--- config.mk ---
export PLATFORM = sky130hd
export DESIGN_NAME = instr_fetch_unit_flat
export DESIGN_NICKNAME = d
export VERILOG_FILES = /design/src/rtl/instr_fetch_unit_pkg.sv /design/src/rtl/instr_fetch_unit_if.sv /design/src/rtl/instr_fetch_unit_next_pc_sel.sv /design/src/rtl/instr_fetch_unit.sv /design/src/flat_wrapper.sv
export SDC_FILE = /design/constraint.sdc
export NUM_CORES = 1
export LEC_CHECK = 0
export BUFFER_PORTS_ARGS = -buffer_cell sky130_fd_sc_hd__buf_2
export CAP_MARGIN = 10
export CELL_PAD_IN_SITES_DETAIL_PLACEMENT = 1
export CELL_PAD_IN_SITES_GLOBAL_PLACEMENT = 1
export CORE_UTILIZATION = 28
export CTS_CLUSTER_DIAMETER = 30
export CTS_CLUSTER_SIZE = 8
export DETAILED_ROUTE_END_ITERATION = 10
export HOLD_SLACK_MARGIN = 0.02
export PLACE_DENSITY = 0.82
export SYNTH_ARGS = -nofsm -noshare
export SYNTH_HDL_FRONTEND = slang
export SYNTH_SLANG_ARGS = --single-unit
--- constraint.sdc ---
create_clock -name clk -period 2.05 [get_ports clk]
set_clock_uncertainty 0.05 [all_clocks]
set_input_delay 0.1025 -clock clk [delete_from_list [all_inputs] [get_ports clk]]
set_output_delay 0.1025 -clock clk [all_outputs]
set_load 0.02 [all_outputs]
--- src/rtl/instr_fetch_unit_pkg.sv ---
// Shared definitions for the instruction fetch unit: FSM state codes,
// fetch error codes, data width and an alignment helper.
package instr_fetch_unit_pkg;

  localparam int XLEN = 32;

  localparam logic [1:0] ST_ISSUE = 2'd0;
  localparam logic [1:0] ST_HOLD  = 2'd1;
  localparam logic [1:0] ST_ERR   = 2'd2;

  localparam logic [1:0] FERR_NONE     = 2'b00;
  localparam logic [1:0] FERR_MISALIGN = 2'b01;
  localparam logic [1:0] FERR_TIMEOUT  = 2'b10;

  function automatic logic is_aligned(input logic [XLEN-1:0] addr);
    return addr[1:0] == 2'b00;
  endfunction

endpackage

--- src/rtl/instr_fetch_unit_if.sv ---
// Fetch-unit bus: instruction-memory req/ack side plus decode valid/ready side.
// Handshakes: imem - the request is held until imem_ack is seen while imem_req=1;
// decode - a transfer happens on a rising edge where instr_valid=1 and instr_ready=1.
interface instr_fetch_unit_if;
  import instr_fetch_unit_pkg::*;

  logic            imem_req;
  logic [XLEN-1:0] imem_addr;
  logic [XLEN-1:0] imem_rdata;
  logic            imem_ack;

  logic [XLEN-1:0] Instr;
  logic [XLEN-1:0] PC;
  logic [XLEN-1:0] PCPlus4;
  logic            instr_valid;
  logic            instr_ready;

  logic            PCSrc;
  logic            Jalr;
  logic [XLEN-1:0] PCTarget;
  logic [XLEN-1:0] ALUResult;

  logic [1:0]      fetch_err;

  modport master (
    output imem_req, imem_addr, Instr, PC, PCPlus4, instr_valid, fetch_err,
    input  imem_rdata, imem_ack, instr_ready, PCSrc, Jalr, PCTarget, ALUResult
  );

  modport slave (
    input  imem_req, imem_addr, Instr, PC, PCPlus4, instr_valid, fetch_err,
    output imem_rdata, imem_ack, instr_ready, PCSrc, Jalr, PCTarget, ALUResult
  );

endinterface

--- src/rtl/instr_fetch_unit_next_pc_sel.sv ---
// Next-PC target mux (JALR over branch/JAL over sequential) with a
// word-alignment check on the selected target.
module instr_fetch_unit_next_pc_sel
  import instr_fetch_unit_pkg::*;
(
  input  logic [XLEN-1:0] pc_plus4,
  input  logic [XLEN-1:0] pc_target,
  input  logic [XLEN-1:0] alu_result,
  input  logic            pc_src,
  input  logic            jalr,
  output logic [XLEN-1:0] npc,
  output logic            misaligned
);

  always_comb begin
    npc = pc_plus4;
    if (jalr) begin
      // JALR clears bit 0 of the computed address before use.
      npc = alu_result & ~32'd1;
    end else if (pc_src) begin
      npc = pc_target;
    end
  end

  assign misaligned = !is_aligned(npc);

endmodule

--- src/rtl/instr_fetch_unit.sv ---
// Non-speculative fetch stage: one instruction in flight, fetched over
// req/ack and handed to decode over valid/ready; errors are sticky until reset.
module instr_fetch_unit
  import instr_fetch_unit_pkg::*;
#(
  parameter logic [XLEN-1:0] RESET_PC = 32'h0000_0000,
  parameter int              TIMEOUT  = 255
) (
  input  logic                clk,
  input  logic                reset_n,
  instr_fetch_unit_if.master  bus,
  output logic [1:0]          fsm_state
);

  localparam logic [7:0] TIMEOUT_CNT = 8'(TIMEOUT);

  logic [1:0]      state;
  logic [XLEN-1:0] pc_q;
  logic [XLEN-1:0] instr_q;
  logic [7:0]      wait_cnt;
  logic [1:0]      err_q;

  logic [XLEN-1:0] pc_plus4;
  logic [XLEN-1:0] npc;
  logic            npc_misaligned;

  assign pc_plus4 = pc_q + 32'd4;

  instr_fetch_unit_next_pc_sel u_next_pc_sel (
    .pc_plus4   (pc_plus4),
    .pc_target  (bus.PCTarget),
    .alu_result (bus.ALUResult),
    .pc_src     (bus.PCSrc),
    .jalr       (bus.Jalr),
    .npc        (npc),
    .misaligned (npc_misaligned)
  );

  always_ff @(posedge clk) begin
    if (!reset_n) begin
      state    <= ST_ISSUE;
      pc_q     <= RESET_PC;
      instr_q  <= '0;
      wait_cnt <= '0;
      err_q    <= FERR_NONE;
    end else begin
      case (state)
        ST_ISSUE: begin
          // An ack in the timeout cycle still wins over the error.
          if (bus.imem_ack) begin
            instr_q  <= bus.imem_rdata;
            wait_cnt <= '0;
            state    <= ST_HOLD;
          end else if (wait_cnt == TIMEOUT_CNT) begin
            err_q <= FERR_TIMEOUT;
            state <= ST_ERR;
          end else begin
            wait_cnt <= wait_cnt + 8'd1;
          end
        end
        ST_HOLD: begin
          if (bus.instr_ready) begin
            pc_q <= npc;
            if (npc_misaligned) begin
              err_q <= FERR_MISALIGN;
              state <= ST_ERR;
            end else begin
              state <= ST_ISSUE;
            end
          end
        end
        default: state <= ST_ERR;
      endcase
    end
  end

  assign bus.imem_req    = (state == ST_ISSUE);
  assign bus.imem_addr   = pc_q;
  assign bus.instr_valid = (state == ST_HOLD);
  assign bus.Instr       = instr_q;
  assign bus.PC          = pc_q;
  assign bus.PCPlus4     = pc_plus4;
  assign bus.fetch_err   = err_q;
  assign fsm_state       = state;

endmodule

--- src/flat_wrapper.sv ---
// flat-port wrapper written by rule: the top's interface ports become plain ports
module instr_fetch_unit_flat import instr_fetch_unit_pkg::*;
#(
  parameter logic [XLEN-1:0] RESET_PC = 32'h0000_0000,
  parameter int              TIMEOUT  = 255
)
  (clk, reset_n, fsm_state, bus_imem_req, bus_imem_addr, bus_Instr, bus_PC, bus_PCPlus4, bus_instr_valid, bus_fetch_err, bus_imem_rdata, bus_imem_ack, bus_instr_ready, bus_PCSrc, bus_Jalr, bus_PCTarget, bus_ALUResult);
  instr_fetch_unit_if bus_i ();
  input  logic clk;
  input  logic reset_n;
  output logic [1:0] fsm_state;
  output wire logic [$bits(bus_i.imem_req)-1:0] bus_imem_req;
  output wire logic [$bits(bus_i.imem_addr)-1:0] bus_imem_addr;
  output wire logic [$bits(bus_i.Instr)-1:0] bus_Instr;
  output wire logic [$bits(bus_i.PC)-1:0] bus_PC;
  output wire logic [$bits(bus_i.PCPlus4)-1:0] bus_PCPlus4;
  output wire logic [$bits(bus_i.instr_valid)-1:0] bus_instr_valid;
  output wire logic [$bits(bus_i.fetch_err)-1:0] bus_fetch_err;
  input wire logic [$bits(bus_i.imem_rdata)-1:0] bus_imem_rdata;
  input wire logic [$bits(bus_i.imem_ack)-1:0] bus_imem_ack;
  input wire logic [$bits(bus_i.instr_ready)-1:0] bus_instr_ready;
  input wire logic [$bits(bus_i.PCSrc)-1:0] bus_PCSrc;
  input wire logic [$bits(bus_i.Jalr)-1:0] bus_Jalr;
  input wire logic [$bits(bus_i.PCTarget)-1:0] bus_PCTarget;
  input wire logic [$bits(bus_i.ALUResult)-1:0] bus_ALUResult;
  assign bus_imem_req = bus_i.imem_req;
  assign bus_imem_addr = bus_i.imem_addr;
  assign bus_Instr = bus_i.Instr;
  assign bus_PC = bus_i.PC;
  assign bus_PCPlus4 = bus_i.PCPlus4;
  assign bus_instr_valid = bus_i.instr_valid;
  assign bus_fetch_err = bus_i.fetch_err;
  assign bus_i.imem_rdata = bus_imem_rdata;
  assign bus_i.imem_ack = bus_imem_ack;
  assign bus_i.instr_ready = bus_instr_ready;
  assign bus_i.PCSrc = bus_PCSrc;
  assign bus_i.Jalr = bus_Jalr;
  assign bus_i.PCTarget = bus_PCTarget;
  assign bus_i.ALUResult = bus_ALUResult;
  instr_fetch_unit #(.RESET_PC(RESET_PC), .TIMEOUT(TIMEOUT)) u_core (.clk(clk), .reset_n(reset_n), .bus(bus_i), .fsm_state(fsm_state));
endmodule
# Word-level counts from Yosys, hierarchy flattened
# Index checks and enable logic that the tools add are counted.
[op_classes]
n_addsub = 2
eq_ne = 8
muxes = 13
reduce_logical = 8
[op_table]
columns = ["operator", "count"]
rows = [
  ["32-bit 2-to-1 mux", 2],
  ["32-bit by 3-bit adder with 32-bit output, second input constant", 1],
  ["8-bit 2-to-1 mux", 2],
  ["2-bit 2-to-1 mux", 7],
  ["8-bit by 1-bit adder with 8-bit output, second input constant", 1],
  ["8-bit equality test, second input constant", 1],
  ["2-bit one-hot mux with 2 select lines", 2],
  ["2-bit AND reduction", 4],
  ["2-bit inequality test, second input constant", 3],
  ["5-bit AND reduction", 1],
  ["2-bit logical NOT", 2],
  ["2-bit by 1-bit inequality test with 1-bit output, second input constant", 2],
  ["3-bit by 1-bit inequality test with 1-bit output, second input constant", 1],
  ["2-bit by 1-bit equality test with 1-bit output, second input constant", 1],
  ["2-bit nonzero test", 1],
]
[word_totals]
out_inout_bits = 134
word_cells = 36
ff_bits = 76

# Longest topological paths before layout
[depth]
word_depth = 7
depth_mapped = 7
mapped_depth_nobuf = 6

# By module
# Synthesis repeated with hierarchy kept, for this count alone.
[unflattened]
hier_cells = 569
area_unflattened_um2 = 4456.8
[by_module_without_submodules]
columns = ["mod", "instances", "area_per_inst_um2", "seq_area_each_um2", "cells_per_inst"]
rows = [
  ["instr_fetch_unit", 1, 3782.4, 1521.5, 462],
  ["instr_fetch_unit_next_pc_sel", 1, 674.4, 0.0, 107],
]

# Worst setup path before layout
# No wires, ideal clock.
[synth_timing]
path_type = "register to output"
startpoint = "reg u_core.pc_q[2], in the netlist u_core.bus.PC[2]"
endpoint = "out bus_PCPlus4[28]"
stages_incl_launch_ff = 7
arrival_time_ns = 2.208
n_path_buf = 0
slack_ns = -0.311
path_cell_list = "dfxtp_1 -> ha_1 -> nand3_1 -> nor2_1 -> nand3_1 -> or2_2 -> xnor2_1"
[synth_between]
elab_chain_len = 1
[synth_lines]
columns = ["item", "line_no", "text"]
rows = [
  ["start, declared", "instr_fetch_unit.sv:18", "logic [XLEN-1:0] pc_q;"],
  ["start signal, assigned", "instr_fetch_unit.sv:63", "pc_q <= npc;"],
  ["32-bit by 3-bit adder with 32-bit output", "instr_fetch_unit.sv:27", "assign pc_plus4 = pc_q + 32'd4;"],
  ["end, declared", "flat_wrapper.sv:16", "output wire logic [$bits(bus_i.PCPlus4)-1:0] bus_PCPlus4;"],
]
# No other way between the ends.

# Final worst setup path
[layout_timing]
startpoint = "reg u_core.pc_q[8], in the netlist u_core.bus.PC[8]"
endpoint = "out bus_PCPlus4[31]"
# The elaborated chain is that of the path after synthesis.

==> metrics <==
Boundary Pins=236; Syn Inst Count=590; Post-Syn Area=4460 um2; Total Routing Usage GR=22.7%; RSZ-0062 raised after global routing=true; Hold/Removal Path Class=in -> reg; Setup crit end kind=output port; Initial Utilization=29.0%; CTS H-tree lvls=3; Clk Latency, worst-skew pair=340 ps; via density per instance=5.07; grt ovf=0; filler instances=1,932; Wirelength per Cell=17.7 um; largest family of logic cells by synthesized area=simple AND/OR/NAND/NOR gates; PnR worst setup slack=-15.3 ps; Post-synth EDFFs=0; Synth Area in Adders=0.561%; DRC violations left=0; Final Hold Fails=0; number of antenna violations at the first check in global routing=2; Reg area=1580 um2; placed cell areas=5990 um2; CP Max Fanout=7; Post-synth ARST share=0%; area used by multi-input combinational logic=2630 um2; Critical Path Start Type=flip-flop; max_slew headroom=66.6%; first-pass GRT wire length=29.1 mm; GP Congestion=0.844; RR Startpoint=u_core.bus.PC[8]$_SDFFE_PN0P_; measured slew at the worst slew-check pin=499 ps; Design Power=4.27 mW; Critical Path RT=1900 ps; number of stages on the worst hold path=3; hold wc startpoint=bus_ALUResult[7]; Routed Antenna Nets=0; critical path arrival=1910 ps; layout cells sized above 1=44.5%; fmax=0.484 GHz; Seq/Total Area, Yosys=34.1%; Compound-Gate Fraction of Synth Area=21.9%; Pwr Density=610 nW/um2; r2r setup slk=10 ps; failing checks=setup timing; detailed-route via count=5,529; Hold WS=29.3 ps; final instance area=7000 um2; fin crit period=2070 ps; mux share of post-synthesis cell area=2.02%; Chip Width=128 um; # nets final=977; status=complete, but fails checks; P&R area growth vs syn=56.9%; deepest clock path buffer count=2; syn_nets=694; final HPWL from detailed placement=13.0 mm; Core ar.=15,400 um2; Final Cycle Share=101%; kind of critical path=reg -> out; pin count of the biggest net entering global routing=50; die height=128 um; vias in the first global route=5,660; final setup fails=1; I/O Buffers=234; Min-Delay Endpoint=u_core.bus.PC[7]$_SDFFE_PN0P_; Synth area leader=dfxtp_1; Initial DRT Pass Iterations=4; Slew Viols, Final=0; syn avg cell area=7.56 um2; CTS Buf Count=9; Register-to-Register Path Depth=5; Max VDD drop=0.403 mV; FF+latch count, synth=76; Synthesis Warnings=0; LEAKAGE=3.40 nW; top cell type's share of synthesized area=34.1%; Clk Tree Root Cell=clkbuf_16; post-synthesis simple-gate area fraction=24.6%; MaxCap Viol Count=0; top_reg_cell synth=dfxtp_1; RR Endpoint=u_core.bus.PC[31]$_SDFFE_PN0P_; row cnt=45; clock sinks=76; clock slew at reported path FFs=60 ps; Iteration-0 DRC Markers=274; Netlist cell types=58; wirelength, routed=19.3 mm; top area cells in the synthesized netlist=dfxtp_1 34%, nand2_1 9.1%, a21oi_1 7.3%; Synth Area in XOR/XNOR=6.48%; CTS tree=yes; die area=16,400 um2
## synthesized netlist by cell type (3+ instances only)
library cell,instances
o311ai_0,3
o31a_1,7
and4_4,3
nand2_1,108
clkbuf_1,33
nand4_1,12
o21ai_0,28
and2_1,6
o211ai_1,4
nor3_1,10
a222oi_1,3
mux2i_1,9
a22oi_1,11
o22a_1,3
a21o_1,3
inv_1,10
nor2b_1,4
or2_2,3
nor4_1,5
xor2_1,18
nor2_1,34
dfxtp_1,76
a31oi_1,5
a21oi_1,65
buf_4,36
xnor2_1,15
nand3_1,18
o22ai_1,6
buf_1,3
and3_1,8
and3_2,3
## power breakdown
part | switching [mW] | internal (mW) | total (mW)
clock | 0.688 | 0.940 | 1.63
sequential | 0.0513 | 1.55 | 1.60
combinational | 0.615 | 0.419 | 1.03
## sequential cells by signal, summed over array words and instances, names as in the netlist
name	cells
u_core.wait_cnt	8
u_core.bus.Instr	32
u_core.bus.fetch_err	2
u_core.bus.PC	32
u_core.fsm_state	2
## through the flow
step           setup TNS [ps]  instances  utilization, %  worst slack [ps]
3_5_place_dp                0       1019            39.0              59.9
6_report                -15.3       1090            45.5             -15.3
4_1_cts                     0       1078            44.4             0.161
5_1_grt                  -486       1089            45.5             -85.5
3_3_place_gp                0       1019            39.0              99.6
2_1_floorplan           -18.3        590               -             -18.3
## worst max-delay path by stage
stage | start | end | depth (start not counted)
global route | u_core.bus.PC[26]$_SDFFE_PN0P_ | bus_PCPlus4[31] | 5
finish | u_core.bus.PC[8]$_SDFFE_PN0P_ | bus_PCPlus4[31] | 5
global placement | u_core.bus.PC[9]$_SDFFE_PN0P_ | u_core.bus.PC[31]$_SDFFE_PN0P_ | 5
floorplan | u_core.bus.PC[23]$_SDFFE_PN0P_ | u_core.bus.PC[31]$_SDFFE_PN0P_ | 6
CTS | u_core.bus.PC[2]$_SDFFE_PN0P_ | bus_PCPlus4[31] | 5
detailed placement | u_core.bus.PC[26]$_SDFFE_PN0P_ | u_core.bus.PC[31]$_SDFFE_PN0P_ | 5
## logic make-up after synthesis
family          after synthesis
flops                        76
compound gates              156
buf+inv                      86
fa+ha+maj                     2
simple gates                228
xor+xnor                     33
mux                           9
## timing repair
item | CTS | global route
hold buffers | 35 | 0
endpoints found under the setup margin | 13 | 16
pin swaps | 6 | 21
gates resized for setup | 31 | 23
hold endpoints to repair | 35 | 0
setup buffers | 8 | 11
## worst max-delay path, stage by stage (launching register included)
cell and delay [ps]:
dfxtp_4 380, and4_4 250, nand4_4 120, or4_4 470
xnor2_2 180, buf_6 160
## routing by layer
layer / part of all wire (%) / vias to the layer above / GRT usage, % / wire length, um
met5: 0.14 / - / 0 / 27
li1: - / 2614 / - / -
met2: 51 / 205 / 41.7 / 9820
met4: 2.7 / 4 / 8.37 / 521
met1: 41 / 2658 / 25.9 / 7810
met3: 5.6 / 48 / 4.34 / 1090
## layout by cell type, fill, tap and decap left out, types with 6 or more instances in the layout
master           n
buf_4           77
nand3_1         15
o22ai_1          6
nor2_1          30
nand4_1         12
dfxtp_4         11
nand2_1        108
buf_6           10
dfxtp_1         53
clkbuf_16       10
o21ai_0         28
a22oi_1         11
o31a_1           7
inv_1           10
dfxtp_2         12
buf_2          223
a21oi_1         65
xor2_1          18
dlygate4sd3_1   35
xnor2_1         12
mux2i_1          9
## area by class of cell
| class | instances | area share [%] |
|---|---|---|
| flip-flops and latches | 76 | 22.6 |
| inverters | 12 | 0.644 |
| multi-input cells | 428 | 37.5 |
| clock inverters | 5 | 0.554 |
| clock buffers | 11 | 3.77 |
| repair buffers | 346 | 31.1 |
| diodes | 1 | 0.0358 |
| well taps | 211 | 3.77 |
(Power assumes the default switching activity.)
